**src/rtl/decoder_n_pipe_if.sv**
```systemverilog
// Handshake bundle for decoder_n_pipe: one input beat channel and one decoded output channel.
// master drives the request side and out_ready; slave is the decoder.
interface decoder_n_pipe_if #(
    parameter int SEL_W = 2
);
    localparam int OUT_W = 1 << SEL_W;

    logic             in_valid;
    logic             in_ready;
    logic [SEL_W-1:0] sel;
    logic             en;
    logic [1:0]       mode;
    logic             out_valid;
    logic             out_ready;
    logic [OUT_W-1:0] out_data;
    logic [SEL_W-1:0] out_code;
    logic             out_last;

    modport master (
        output in_valid, sel, en, mode, out_ready,
        input  in_ready, out_valid, out_data, out_code, out_last
    );

    modport slave (
        input  in_valid, sel, en, mode, out_ready,
        output in_ready, out_valid, out_data, out_code, out_last
    );
endinterface

```
**src/rtl/decoder_n_pipe.sv**
```systemverilog
// Registered SEL_W-to-2^SEL_W decoder (one-hot, thermometer, sweep burst) with valid/ready on both sides.
// The output word is held internally active-high and inverted only at the port when INV_OUT=1.
module decoder_n_pipe #(
    parameter int SEL_W   = 2,
    parameter bit INV_OUT = 1'b0
) (
    input logic               clk,
    input logic               rst,
    decoder_n_pipe_if.slave   dec_bus
);
    localparam int OUT_W = 1 << SEL_W;

    typedef enum logic [1:0] {
        EMPTY = 2'd0,
        FULL  = 2'd1,
        SWEEP = 2'd2
    } state_t;

    state_t           state_q, state_d;
    logic [OUT_W-1:0] data_q, data_d;
    logic [SEL_W-1:0] code_q, code_d;
    logic             last_q, last_d;
    logic [SEL_W-1:0] count_q, count_d;
    logic [SEL_W-1:0] target_q, target_d;

    logic             in_ready;
    logic             accept;
    logic [SEL_W-1:0] count_inc;
    logic [OUT_W-1:0] onehot_sel;
    logic [OUT_W-1:0] thermo_sel;
    logic [OUT_W-1:0] onehot_next;

    assign count_inc = count_q + SEL_W'(1);

    generate
        for (genvar gi = 0; gi < OUT_W; gi++) begin : g_dec
            assign onehot_sel[gi]  = (SEL_W'(gi) == dec_bus.sel);
            assign thermo_sel[gi]  = (SEL_W'(gi) <= dec_bus.sel);
            assign onehot_next[gi] = (SEL_W'(gi) == count_inc);
        end
    endgenerate

    // A FULL stage can take a new beat in the same cycle its word leaves; SWEEP never can.
    assign in_ready = (state_q == EMPTY) || ((state_q == FULL) && dec_bus.out_ready);
    assign accept   = dec_bus.in_valid && in_ready;

    always_comb begin
        state_d  = state_q;
        data_d   = data_q;
        code_d   = code_q;
        last_d   = last_q;
        count_d  = count_q;
        target_d = target_q;
        case (state_q)
            EMPTY, FULL: begin
                if (accept) begin
                    code_d   = dec_bus.sel;
                    count_d  = '0;
                    target_d = dec_bus.sel;
                    last_d   = 1'b1;
                    state_d  = FULL;
                    if (!dec_bus.en) begin
                        data_d = '0;
                    end else begin
                        case (dec_bus.mode)
                            2'b01: data_d = thermo_sel;
                            2'b10: begin
                                data_d = OUT_W'(1);
                                code_d = '0;
                                if (dec_bus.sel != '0) begin
                                    last_d  = 1'b0;
                                    state_d = SWEEP;
                                end
                            end
                            default: data_d = onehot_sel;
                        endcase
                    end
                end else if ((state_q == FULL) && dec_bus.out_ready) begin
                    state_d = EMPTY;
                end
            end
            SWEEP: begin
                if (dec_bus.out_ready) begin
                    count_d = count_inc;
                    data_d  = onehot_next;
                    code_d  = count_inc;
                    if (count_inc == target_q) begin
                        last_d  = 1'b1;
                        state_d = FULL;
                    end
                end
            end
            default: state_d = EMPTY;
        endcase
    end

    always_ff @(posedge clk or posedge rst) begin
        if (rst) begin
            state_q  <= EMPTY;
            data_q   <= '0;
            code_q   <= '0;
            last_q   <= 1'b0;
            count_q  <= '0;
            target_q <= '0;
        end else begin
            state_q  <= state_d;
            data_q   <= data_d;
            code_q   <= code_d;
            last_q   <= last_d;
            count_q  <= count_d;
            target_q <= target_d;
        end
    end

    assign dec_bus.in_ready  = in_ready;
    assign dec_bus.out_valid = (state_q != EMPTY);
    assign dec_bus.out_data  = INV_OUT ? ~data_q : data_q;
    assign dec_bus.out_code  = code_q;
    assign dec_bus.out_last  = last_q;
endmodule

```
**src/flat_wrapper.sv**
```systemverilog
// flat-port wrapper written by rule: the top's interface ports become plain ports
module decoder_n_pipe_flat 
#(
    parameter int SEL_W   = 2,
    parameter bit INV_OUT = 1'b0
)
  (clk, rst, dec_bus_in_valid, dec_bus_sel, dec_bus_en, dec_bus_mode, dec_bus_out_ready, dec_bus_in_ready, dec_bus_out_valid, dec_bus_out_data, dec_bus_out_code, dec_bus_out_last);
  decoder_n_pipe_if #(.SEL_W(SEL_W)) dec_bus_i ();
  input logic clk;
  input logic rst;
  input wire logic [$bits(dec_bus_i.in_valid)-1:0] dec_bus_in_valid;
  input wire logic [$bits(dec_bus_i.sel)-1:0] dec_bus_sel;
  input wire logic [$bits(dec_bus_i.en)-1:0] dec_bus_en;
  input wire logic [$bits(dec_bus_i.mode)-1:0] dec_bus_mode;
  input wire logic [$bits(dec_bus_i.out_ready)-1:0] dec_bus_out_ready;
  output wire logic [$bits(dec_bus_i.in_ready)-1:0] dec_bus_in_ready;
  output wire logic [$bits(dec_bus_i.out_valid)-1:0] dec_bus_out_valid;
  output wire logic [$bits(dec_bus_i.out_data)-1:0] dec_bus_out_data;
  output wire logic [$bits(dec_bus_i.out_code)-1:0] dec_bus_out_code;
  output wire logic [$bits(dec_bus_i.out_last)-1:0] dec_bus_out_last;
  assign dec_bus_i.in_valid = dec_bus_in_valid;
  assign dec_bus_i.sel = dec_bus_sel;
  assign dec_bus_i.en = dec_bus_en;
  assign dec_bus_i.mode = dec_bus_mode;
  assign dec_bus_i.out_ready = dec_bus_out_ready;
  assign dec_bus_in_ready = dec_bus_i.in_ready;
  assign dec_bus_out_valid = dec_bus_i.out_valid;
  assign dec_bus_out_data = dec_bus_i.out_data;
  assign dec_bus_out_code = dec_bus_i.out_code;
  assign dec_bus_out_last = dec_bus_i.out_last;
  decoder_n_pipe #(.SEL_W(SEL_W), .INV_OUT(INV_OUT)) u_core (.clk(clk), .rst(rst), .dec_bus(dec_bus_i));
endmodule
```
**config.mk**
```make
export PLATFORM = sky130hd
export DESIGN_NAME = decoder_n_pipe_flat
export DESIGN_NICKNAME = d
export VERILOG_FILES = /design/src/rtl/decoder_n_pipe_if.sv /design/src/rtl/decoder_n_pipe.sv /design/src/flat_wrapper.sv
export SDC_FILE = /design/constraint.sdc
export NUM_CORES = 1
export LEC_CHECK = 0
export BUFFER_PORTS_ARGS = -buffer_cell sky130_fd_sc_hd__buf_2
export CAP_MARGIN = 20
export CORE_UTILIZATION = 52
export CTS_CLUSTER_DIAMETER = 150
export DETAILED_ROUTE_END_ITERATION = 6
export PLACE_DENSITY = 0.78
export SKIP_LAST_GASP = 1
export SLEW_MARGIN = 30
export SYNTH_ARGS = -nofsm -noshare
export SYNTH_HDL_FRONTEND = slang
export SYNTH_SLANG_ARGS = --single-unit
```
**constraint.sdc**
```tcl
create_clock -name clk -period 1.7 [get_ports clk]
set_input_delay 0.34 -clock clk [delete_from_list [all_inputs] [get_ports clk]]
set_output_delay 0.34 -clock clk [all_outputs]
set_load 0.01 [all_outputs]
```
## Yosys cells after proc, flatten, opt, wreduce, memory -nomap -nowiden

Cells that the tools add are included.

- $add $sub $neg: 1
- Order comparisons: 4
- Eq/ne operators: 15
- Multiplexer cells: 27
- Reductions and logical operators: 14

Operators by type and width:

| cell | count |
|---|---|
| $mux 2 | 12 |
| $pmux 4 s2 | 2 |
| $mux 4 | 3 |
| $pmux 2 s2 | 3 |
| $eq 2x2->1 const A | 4 |
| $logic_not 2->1 | 3 |
| $mux 1 | 6 |
| $reduce_and 3->1 | 2 |
| $reduce_bool 2->1 | 3 |
| $eq 1x2->1 const A | 2 |
| $eq 2x1->1 const B | 2 |
| $eq 2x2->1 const B | 2 |
| $le 1x2->1 const A | 2 |
| $le 2x2->1 const A | 2 |
| $ne 2x1->1 const B | 2 |
| $reduce_and 4->1 | 1 |
| $ne 3x1->1 const B | 1 |
| $add 2x1->2 const B | 1 |
| $eq 2x2->1 | 1 |
| $logic_and 1x1->1 | 2 |
| $ne 2x2->1 const B | 1 |
| $pmux 1 s2 | 1 |
| $reduce_and 2->1 | 1 |
| $reduce_or 2->1 | 1 |
| $logic_or 1x1->1 | 1 |

- Flip-flop bits (word level): 13
- Input bits: 9
- Output and inout port bits: 9
- Word-level logic and storage cells: 67

## Depth between registers and ports, before layout

Gate-level depths: netlist of run 1.

- Word-level depth: 6
- Depth in mapped cells: 5

## Worst setup path before layout of run 1

No wires, ideal clock.

- Path type: reg-to-reg
- Start: register u_core.count_q[0]
- End: register u_core.state_q[1]
- Data arrival time: 1.404 ns
- Required time: 1.569 ns
- Slack: 0.165 ns
- Stages on the path, launching flop included: 6
- Buffers on the path: 0
- Period minus slack after synthesis: 1.535 ns
- Path through: dfrtp_1 > inv_1 > ha_1 > xnor2_1 > a21oi_1 > or3_1

- Longest elaborated chain between the ends: 4

Ends and longest elaborated chain:

| element | RTL line | source |
|---|---|---|
| start: declaration | decoder_n_pipe.sv:23 | `logic [SEL_W-1:0] count_q, count_d;` |
| start signal: assignment | decoder_n_pipe.sv:110 | `count_q <= count_d;` |
| $add 2x1->2 | decoder_n_pipe.sv:33 | `assign count_inc = count_q + SEL_W'(1);` |
| $eq 2x2->1 | decoder_n_pipe.sv:87 | `if (count_inc == target_q) begin` |
| $ne 2x1->1 (no source line) | -- |  |
| $reduce_and 3->1 (no source line) | -- |  |
| end signal: assignment | decoder_n_pipe.sv:106 | `state_q <= state_d;` |
| end: declaration | decoder_n_pipe.sv:19 | `state_t state_q, state_d;` |

No other way between the ends.
A chain may end at the register's enable or synchronous reset.

## Worst setup path in the final report of run 1

- Start: register u_core.state_q[1]
- End: output dec_bus_out_valid

- Longest elaborated chain between the ends: 1

Ends and longest elaborated chain:

| element | RTL line | source |
|---|---|---|
| $reduce_bool 2->1 | decoder_n_pipe.sv:116 | `assign dec_bus.out_valid = (state_q != EMPTY);` |
| end: declaration | flat_wrapper.sv:17 | `output wire logic [$bits(dec_bus_i.out_valid)-1:0] dec_bus_out_valid;` |

No other way between the ends.

==> results_dict.tcl, run 1 <==
set metrics [dict create \
    gr-usage-all-layers 0.226 \
    drc_errors 0 \
    syn_area_per_cell_sq_um 9.77 \
    critPathCaptureType "output pin" \
    cts_buffers 3 \
    rsz0062_at_grt "no" \
    start_util 0.551 \
    final_common_cell "buf_2" \
    wirelength_um 1640 \
    vdd_drop_max_uv 587 \
    critical_path_required_ps 1360 \
    fin_worst_skew_ps 2.49 \
    grt_first_pass_wirelength_um 3010 \
    p_leak_uw 0.000474 \
    critPathLaunchType "flop" \
    die_height_um 42.0 \
    area_growth_pct 16.1 \
    synth_edf_count 0 \
    cts_setup_buffers 0 \
    min_period_over_period 0.937 \
    placed_cell_area_sq_um 938 \
    synthDistinctLibCells 35 \
    crit_fanout 12 \
    ys_seq_elements 13 \
    clock-root-buffer "clkbuf_4" \
    die_w_um 42.0 \
    n_fill_cell 132 \
    synth-seq-area-share 0.392 \
    clk_latency_ps 270 \
    fin_area_sq_um 965 \
    ys_async_sr_fraction 1.00 \
    period_minus_slack_ps 1590 \
    synth_warnings 0 \
    slew_viol_final 0 \
    drive_gt1_frac 0.255 \
    power_density_nw_per_um2 891 \
    relSlewSlack 0.674 \
    drtIter0Drc 20 \
    gp_congestion 0.883 \
    yosysTopAreaCellShare 0.392 \
    cp.arrival_ps 1250 \
    core-area_sq_um 1510 \
    routedWlPerCell_um 13.4 \
    hold_path.class "input port to asynchronous set/reset pin" \
    cts_buffer_depth 2 \
    netlist_area_sq_um 831 \
    num-nets-final 122 \
    crit_type "flop to output pin" \
    antenna_cells 0 \
    ctsHoldBuffers 0 \
    status "complete, no violations" \
    grt_pass1_vias 682 \
    r2r_slack_ps 120 \
    drv_cap 0 \
    io_buffers 17 \
    power_uw 859 \
    place_inst 118 \
    vias 710 \
    drt-vias-per-instance 5.82 \
    grt-ovfl-total 0 \
    rows 14 \
    h-tree-depth 1 \
    die_area_sq_um 1760 \
    ys.flop_type "dfrtp_1" \
    fmax_mhz 628 \
    cts-resized-gates 0 \
    final_cell_mix "buf_2, dfrtp_1, inv_1" \
    clkTransAtPathRegs_ps 80 \
    worst_pin_slew_ps 488 \
    drt_pass1_iterations 4 \
    fin_tns_setup_ps 0 \
    synth_area_leaders "dfrtp_1, ha_1, nand2b_1" \
    finalSetupViolations 0 \
    hold_viol 0 \
    yosysTopAreaCell "dfrtp_1" \
    grt_max_degree 14 \
    post-dp-hpwl_um 1270 \
    cts_sinks 13 \
    cts_tree "yes" \
    ant_nets 0 \
    grt_antenna_before_repair 0 \
    final_util 0.640 \
    syn_inst 85 \
    layout.cells.non_filler 122 \
    pin_count 18 \
    synthesis.nets 100 \
]
## worst max-delay path, cell delays in order, from the launching register on
cell     delay [ps]
dfrtp_1         510
or2_2           330
buf_2           140
## logic make-up after synthesis
| kind of cell | after synthesis | synth area share |
|---|---|---|
| fa+ha+maj | 6 | 0.0904 |
| compound gates | 22 | 0.185 |
| simple gates | 28 | 0.194 |
| buf+inv | 9 | 0.0422 |
| flops | 13 | 0.392 |
| xor+xnor | 2 | 0.0211 |
| mux | 5 | 0.0753 |
## sequential cells by signal (all words and copies together) (netlist names)
name,count
u_core.dec_bus.out_last,1
u_core.dec_bus.out_code,2
u_core.count_q,2
u_core.state_q,2
u_core.target_q,2
u_core.dec_bus.out_data,4
## path summary, 6_finish.rpt
| check | from | end | cells past startpoint |
|---|---|---|---|
| max reg2reg | u_core.state_q[1] | u_core.dec_bus.out_data[3] | 3 |
| max in group asynchronous | rst | u_core.count_q[0] | 2 |
| max | u_core.state_q[1] | dec_bus_out_valid | 2 |
| min in group clk | dec_bus_en | u_core.dec_bus.out_data[1] | 3 |
| min reg2reg | u_core.dec_bus.out_data[3] | u_core.dec_bus.out_data[3] | 1 |
| min | rst | u_core.target_q[1] | 2 |
## synthesized netlist by cell type (all sizes together) (2+ instances only)
library cell / n
nand2: 7
nand3b: 2
dfrtp: 13
nand2b: 5
nand4: 3
inv: 8
nor2: 2
a211oi: 2
mux2: 4
a31oi: 3
and2b: 2
ha: 6
a21oi: 3
o22ai: 2
o21ai: 4
## power breakdown
group          switching, uW  total [uW]  internal (uW)
Sequential              41.1         404            363
Clock                   98.4         189           91.0
Combinational            137         266            129
Total                    276         859            583
## per-layer routing
| metal | routed length, um | GRT usage | vias to the layer above |
|---|---|---|---|
| met2 | 768 | 0.353 | 22 |
| met4 | 33 | 0.103 | 0 |
| met3 | 92 | 0.0431 | 5 |
| met1 | 741 | 0.304 | 336 |
| li1 | - | - | 347 |
| met5 | 0 | 0 | - |
## layout make-up
cell class                      instances  area, sq um  area share
Multi-Input combinational cell         63          470       0.488
Clock buffer                            4         26.3      0.0272
Tap cell                               16         20.0      0.0208
Inverter                                8         30.0      0.0311
Sequential cell                        13          325       0.337
Timing Repair Buffer                   18         92.6      0.0960
## through the flow
step / worst slack (ps) / hold WS (ps)
floorplan: 165 / 217
global placement: 162 / 375
detailed placement: 156 / 393
CTS: 113 / 87.1
global route: 38.1 / 121
finish: 108 / 71.6
Power figures use the tool's default switching activity.
==> run 2: changes to the inputs <==
--- a/config.mk
+++ b/config.mk
@@ -10,3 +10,2 @@
 export CORE_UTILIZATION = 52
-export CTS_CLUSTER_DIAMETER = 150
 export DETAILED_ROUTE_END_ITERATION = 6
==> constraint.sdc (replaced) <==
create_clock -name clk -period 1.7 [get_ports clk]
set_input_delay 0.255 -clock clk [delete_from_list [all_inputs] [get_ports clk]]
set_output_delay 0.255 -clock clk [all_outputs]
set_load 0.01 [all_outputs]
==> results_dict.tcl, run 2 (synthesis results as in run 1) <==
set metrics [dict create \
    status "complete, no violations" \
    period_minus_slack_ps 1540 \
    clk_latency_ps 280 \
    path_cells "inv_1 -> ha_1 -> xnor2_1 -> a21oi_1 -> or3_1" \
    critPathCaptureType "flop" \
    pin_count 18 \
    fmax_mhz 648 \
    power_density_nw_per_um2 885 \
    core-area_sq_um 1510 \
    drt_pass1_iterations 4 \
    fin_worst_skew_ps 4.83 \
    drv_cap 0 \
    die_height_um 42.0 \
    critPathLaunchType "flop" \
    wl_met2_um 782 \
    die_w_um 42.0 \
    grt_first_pass_wirelength_um 3020 \
    hold_path.class "input port to flop" \
    grt_max_degree 14 \
    vias 729 \
    cts_sinks 13 \
    gp_congestion 0.904 \
    start_util 0.551 \
    crit_type "flop to flop" \
    ant_nets 0 \
    final_cell_mix "buf_2, dfrtp_1, inv_1" \
    routed.top_layer "met4" \
    hold_viol 0 \
    final-seq-area_sq_um 325 \
    largest_reg_flops 4 \
    power_uw 869 \
    fin_hold_ws_ps 291 \
    timing.critical_path.slowest_cell_delay_ps 370 \
    drt-vias-per-instance 5.88 \
    die_area_sq_um 1760 \
    drc_errors 0 \
    area_growth_pct 18.2 \
    critPathSlowestCell "dfrtp_1" \
    clkTransAtPathRegs_ps 80 \
    multiInputGateArea_sq_um 470 \
    cp.arrival_ps 1700 \
    path_delay_family "flip-flops" \
    drtIter0Drc 34 \
    critical_path_required_ps 1860 \
    grt_antenna_before_repair 0 \
    clock-root-buffer "clkbuf_4" \
    relSlewSlack 0.680 \
    final_util 0.652 \
    rsz0062_at_grt "no" \
    wirelength_um 1700 \
    cts_buffer_depth 2 \
    grt_pass1_vias 688 \
    routedWlPerCell_um 13.7 \
    post-dp-hpwl_um 1310 \
    io_buffers 17 \
    crit_fanout 3 \
    r2r_slack_ps 160 \
    final_common_cell "buf_2" \
    min_period_over_period 0.908 \
    wl_met3_um 135 \
    wirelength_met1_um 737 \
    timing.critical_path.buf_inv 1 \
    cts_buffers 3 \
    num-nets-final 124 \
    cts-resized-gates 0 \
    h-tree-depth 1 \
    grt-ovfl-total 0 \
    rows 14 \
    place_ws_ps 170 \
    vdd_drop_max_uv 535 \
    slew_viol_final 0 \
    fin_tns_setup_ps 0 \
    antenna_cells 0 \
    gr-usage-all-layers 0.237 \
    p_leak_uw 0.000484 \
    finalSetupViolations 0 \
    cts_tree "yes" \
    worst_pin_slew_ps 480 \
    drive_gt1_frac 0.259 \
    setup_slack_ps 156 \
    n_fill_cell 118 \
]
==> run 2: cell count changes in the layout (fill, tap and decap cells not counted), sizes merged <==
cell         change
dlygate4sd3      +1
buf              +1
==> run 2: routing by layer <==
metal  vias to the layer above  global-route usage
li1                        351                   -
met2                        38               0.391
met3                         8              0.0517
met1                       332               0.281
met4                         0               0.142
met5                         -                   0
==> run 2: layout make-up <==
cell class	instances	area share
well taps	16	0.0204
multi-input cells	63	0.479
inverters	8	0.0306
clock buffers	4	0.0268
flip-flops and latches	13	0.331
repair buffers	20	0.112
==> run 2: final timing paths <==
kind | startpoint | end | cells past startpoint
max | u_core.count_q[0] | u_core.state_q[1] | 5
min | dec_bus_en | u_core.dec_bus.out_data[1] | 3
max reg2reg | u_core.count_q[0] | u_core.state_q[1] | 5
min reg2reg | u_core.dec_bus.out_data[3] | u_core.dec_bus.out_data[3] | 1
max in group asynchronous | rst | u_core.count_q[0] | 3
min in group asynchronous | rst | u_core.target_q[1] | 3
==> run 2: worst min-delay path, delay by kind of cell <==
family	cells	cell delay [ps]
buf+inv	1	130
simple gates	1	70
compound gates	1	70
==> run 2: repair_timing <==
item                      4_1_cts  5_1_grt
hold buffers                    1        0
hold endpoints to repair       13        0
setup buffers                   0        0
==> run 2: through the flow <==
step                cell area (sq um)  std cells
CTS                               982        124
global placement                  946        119
detailed placement                946        119
global route                      982        124
finish                            982        124
floorplan                         831         85
==> run 2: power breakdown <==
| part | total, uW | switching [uW] | internal, uW |
|---|---|---|---|
| sequential | 400 | 37.2 | 363 |
| combinational | 280 | 146 | 134 |
| clock | 189 | 97.8 | 91.1 |
==> run 3: changes to the inputs <==
- PLACE_DENSITY: 0.78 -> 0.77
==> results_dict.tcl, run 3 (synthesis results as in run 1) <==
set metrics [dict create \
    status "complete, no violations" \
    vdd_drop_max_uv 531 \
    final_common_cell "buf_2" \
    num-nets-final 124 \
    hp-start "dec_bus_en" \
    io_buffers 17 \
    gr-usage-all-layers 0.241 \
    place_inst 119 \
    fin_worst_skew_ps 0.565 \
    critical_path_required_ps 1870 \
    gp_congestion 0.907 \
    critPathCaptureType "flop" \
    n_fill_cell 128 \
    rsz0062_at_grt "no" \
    hold_path.class "input port to flop" \
    met2_usage 0.388 \
    vias 729 \
    timing.critical_path.buf_inv 1 \
    clock-root-buffer "clkbuf_4" \
    core-area_sq_um 1510 \
    clk_latency_ps 280 \
    path_delay_family "flip-flops" \
    largest_reg_flops 4 \
    cts_buffers 3 \
    busiest_layer "met2" \
    worst_pin_slew_ps 508 \
    worstReg2RegStart "u_core.count_q[0]" \
    fin_tns_setup_ps 0 \
    cts_tree "yes" \
    power_density_nw_per_um2 896 \
    die_w_um 42.0 \
    min_period_over_period 0.910 \
    grt_first_pass_wirelength_um 3200 \
    drv_cap 0 \
    relSlewSlack 0.661 \
    grt_antenna_before_repair 0 \
    rows 14 \
    grt-ovfl-total 0 \
    pin_count 18 \
    crit_fanout 3 \
    routedWlPerCell_um 14.2 \
    post-dp-hpwl_um 1360 \
    finalSetupViolations 0 \
    final_util 0.652 \
    final-seq-area_sq_um 325 \
    fin_area_sq_um 982 \
    hold_viol 0 \
    die_height_um 42.0 \
    multiInputGateArea_sq_um 470 \
    drt-vias-per-instance 5.88 \
    drive_gt1_frac 0.259 \
    area_growth_pct 18.2 \
    fin_hold_ws_ps 271 \
    die_area_sq_um 1760 \
    ant_nets 0 \
    cts_setup_buffers 0 \
    antenna_cells 0 \
    p_leak_uw 0.000484 \
    final_cell_mix "buf_2, dfrtp_1, inv_1" \
    wirelength_um 1770 \
    drt_pass1_iterations 4 \
    path_cells "inv_1 -> ha_1 -> xnor2_1 -> a21oi_1 -> or3_1" \
    drtIter0Drc 29 \
    layout.cells.non_filler 124 \
    slew_viol_final 0 \
    cts_buffer_depth 2 \
    clkTransAtPathRegs_ps 80 \
    h-tree-depth 1 \
    cts_sinks 13 \
    fmax_mhz 646 \
    timing.critical_path.slowest_cell_delay_ps 390 \
    cp.arrival_ps 1720 \
    critPathSlowestCell "dfrtp_1" \
    cts-resized-gates 0 \
    critPathLaunchType "flop" \
    grt_pass1_vias 748 \
    placed_cell_area_sq_um 946 \
    grt_max_degree 14 \
    start_util 0.551 \
    period_minus_slack_ps 1550 \
    startpoint "u_core.count_q[0]" \
    crit_type "flop to flop" \
    use_met3 0.0388 \
    grt_use_met1 0.317 \
    drc_errors 0 \
]
[run 3: cell counts in the layout (fill, tap and decap cells not counted)]
Identical to the previous run, type by type.
[run 3: routing by layer]
layer / vias up / part of all wire
met3: 3 / 0.044
met2: 22 / 0.50
met4: 0 / 0.015
met5: - / 0
li1: 355 / -
met1: 349 / 0.44
[run 3: worst reg2reg max path, stage by stage, from the launching register on]
cell and delay (ps):
dfrtp_1 390, inv_1 110, ha_1 260, xnor2_1 200, a21oi_1 80, or3_1 370
[run 3: final timing paths]
kind / end / slack [ps] / cells after the start
max: u_core.state_q[1] / 150 / 5
min: u_core.dec_bus.out_data[1] / 270 / 3
max reg2reg: u_core.state_q[1] / 150 / 5
min reg2reg: u_core.dec_bus.out_data[3] / 510 / 1
max in group asynchronous: u_core.count_q[1] / 830 / 3
min in group asynchronous: u_core.dec_bus.out_code[1] / 530 / 3
[run 3: through the flow]
step                      total power (uW)  worst slack (ps)
after detailed placement               683               163
after CTS                              886               158
after global placement                 676               220
after global routing                   932              40.5
after floorplan                        583               165
final                                  880               152
[run 3: where the power goes]
group	switching [uW]	total [uW]	internal, uW	leakage (uW)
combinational	144	278	134	0.000309
clock	112	203	91.3	0.0000150
sequential	36.5	400	363	0.000160
total	292	880	588	0.000484
[run 3: timing repair]
item,in CTS,in global routing
hold buffers,1,0
endpoints found under the hold margin,13,0
endpoints found under the setup margin,0,0
[run 3: layout make-up]
cell class / instances / share of cell area
clock buffers: 4 / 0.0268
inverters: 8 / 0.0306
multi-input cells: 63 / 0.479
flip-flops and latches: 13 / 0.331
well taps: 16 / 0.0204
repair buffers: 20 / 0.112
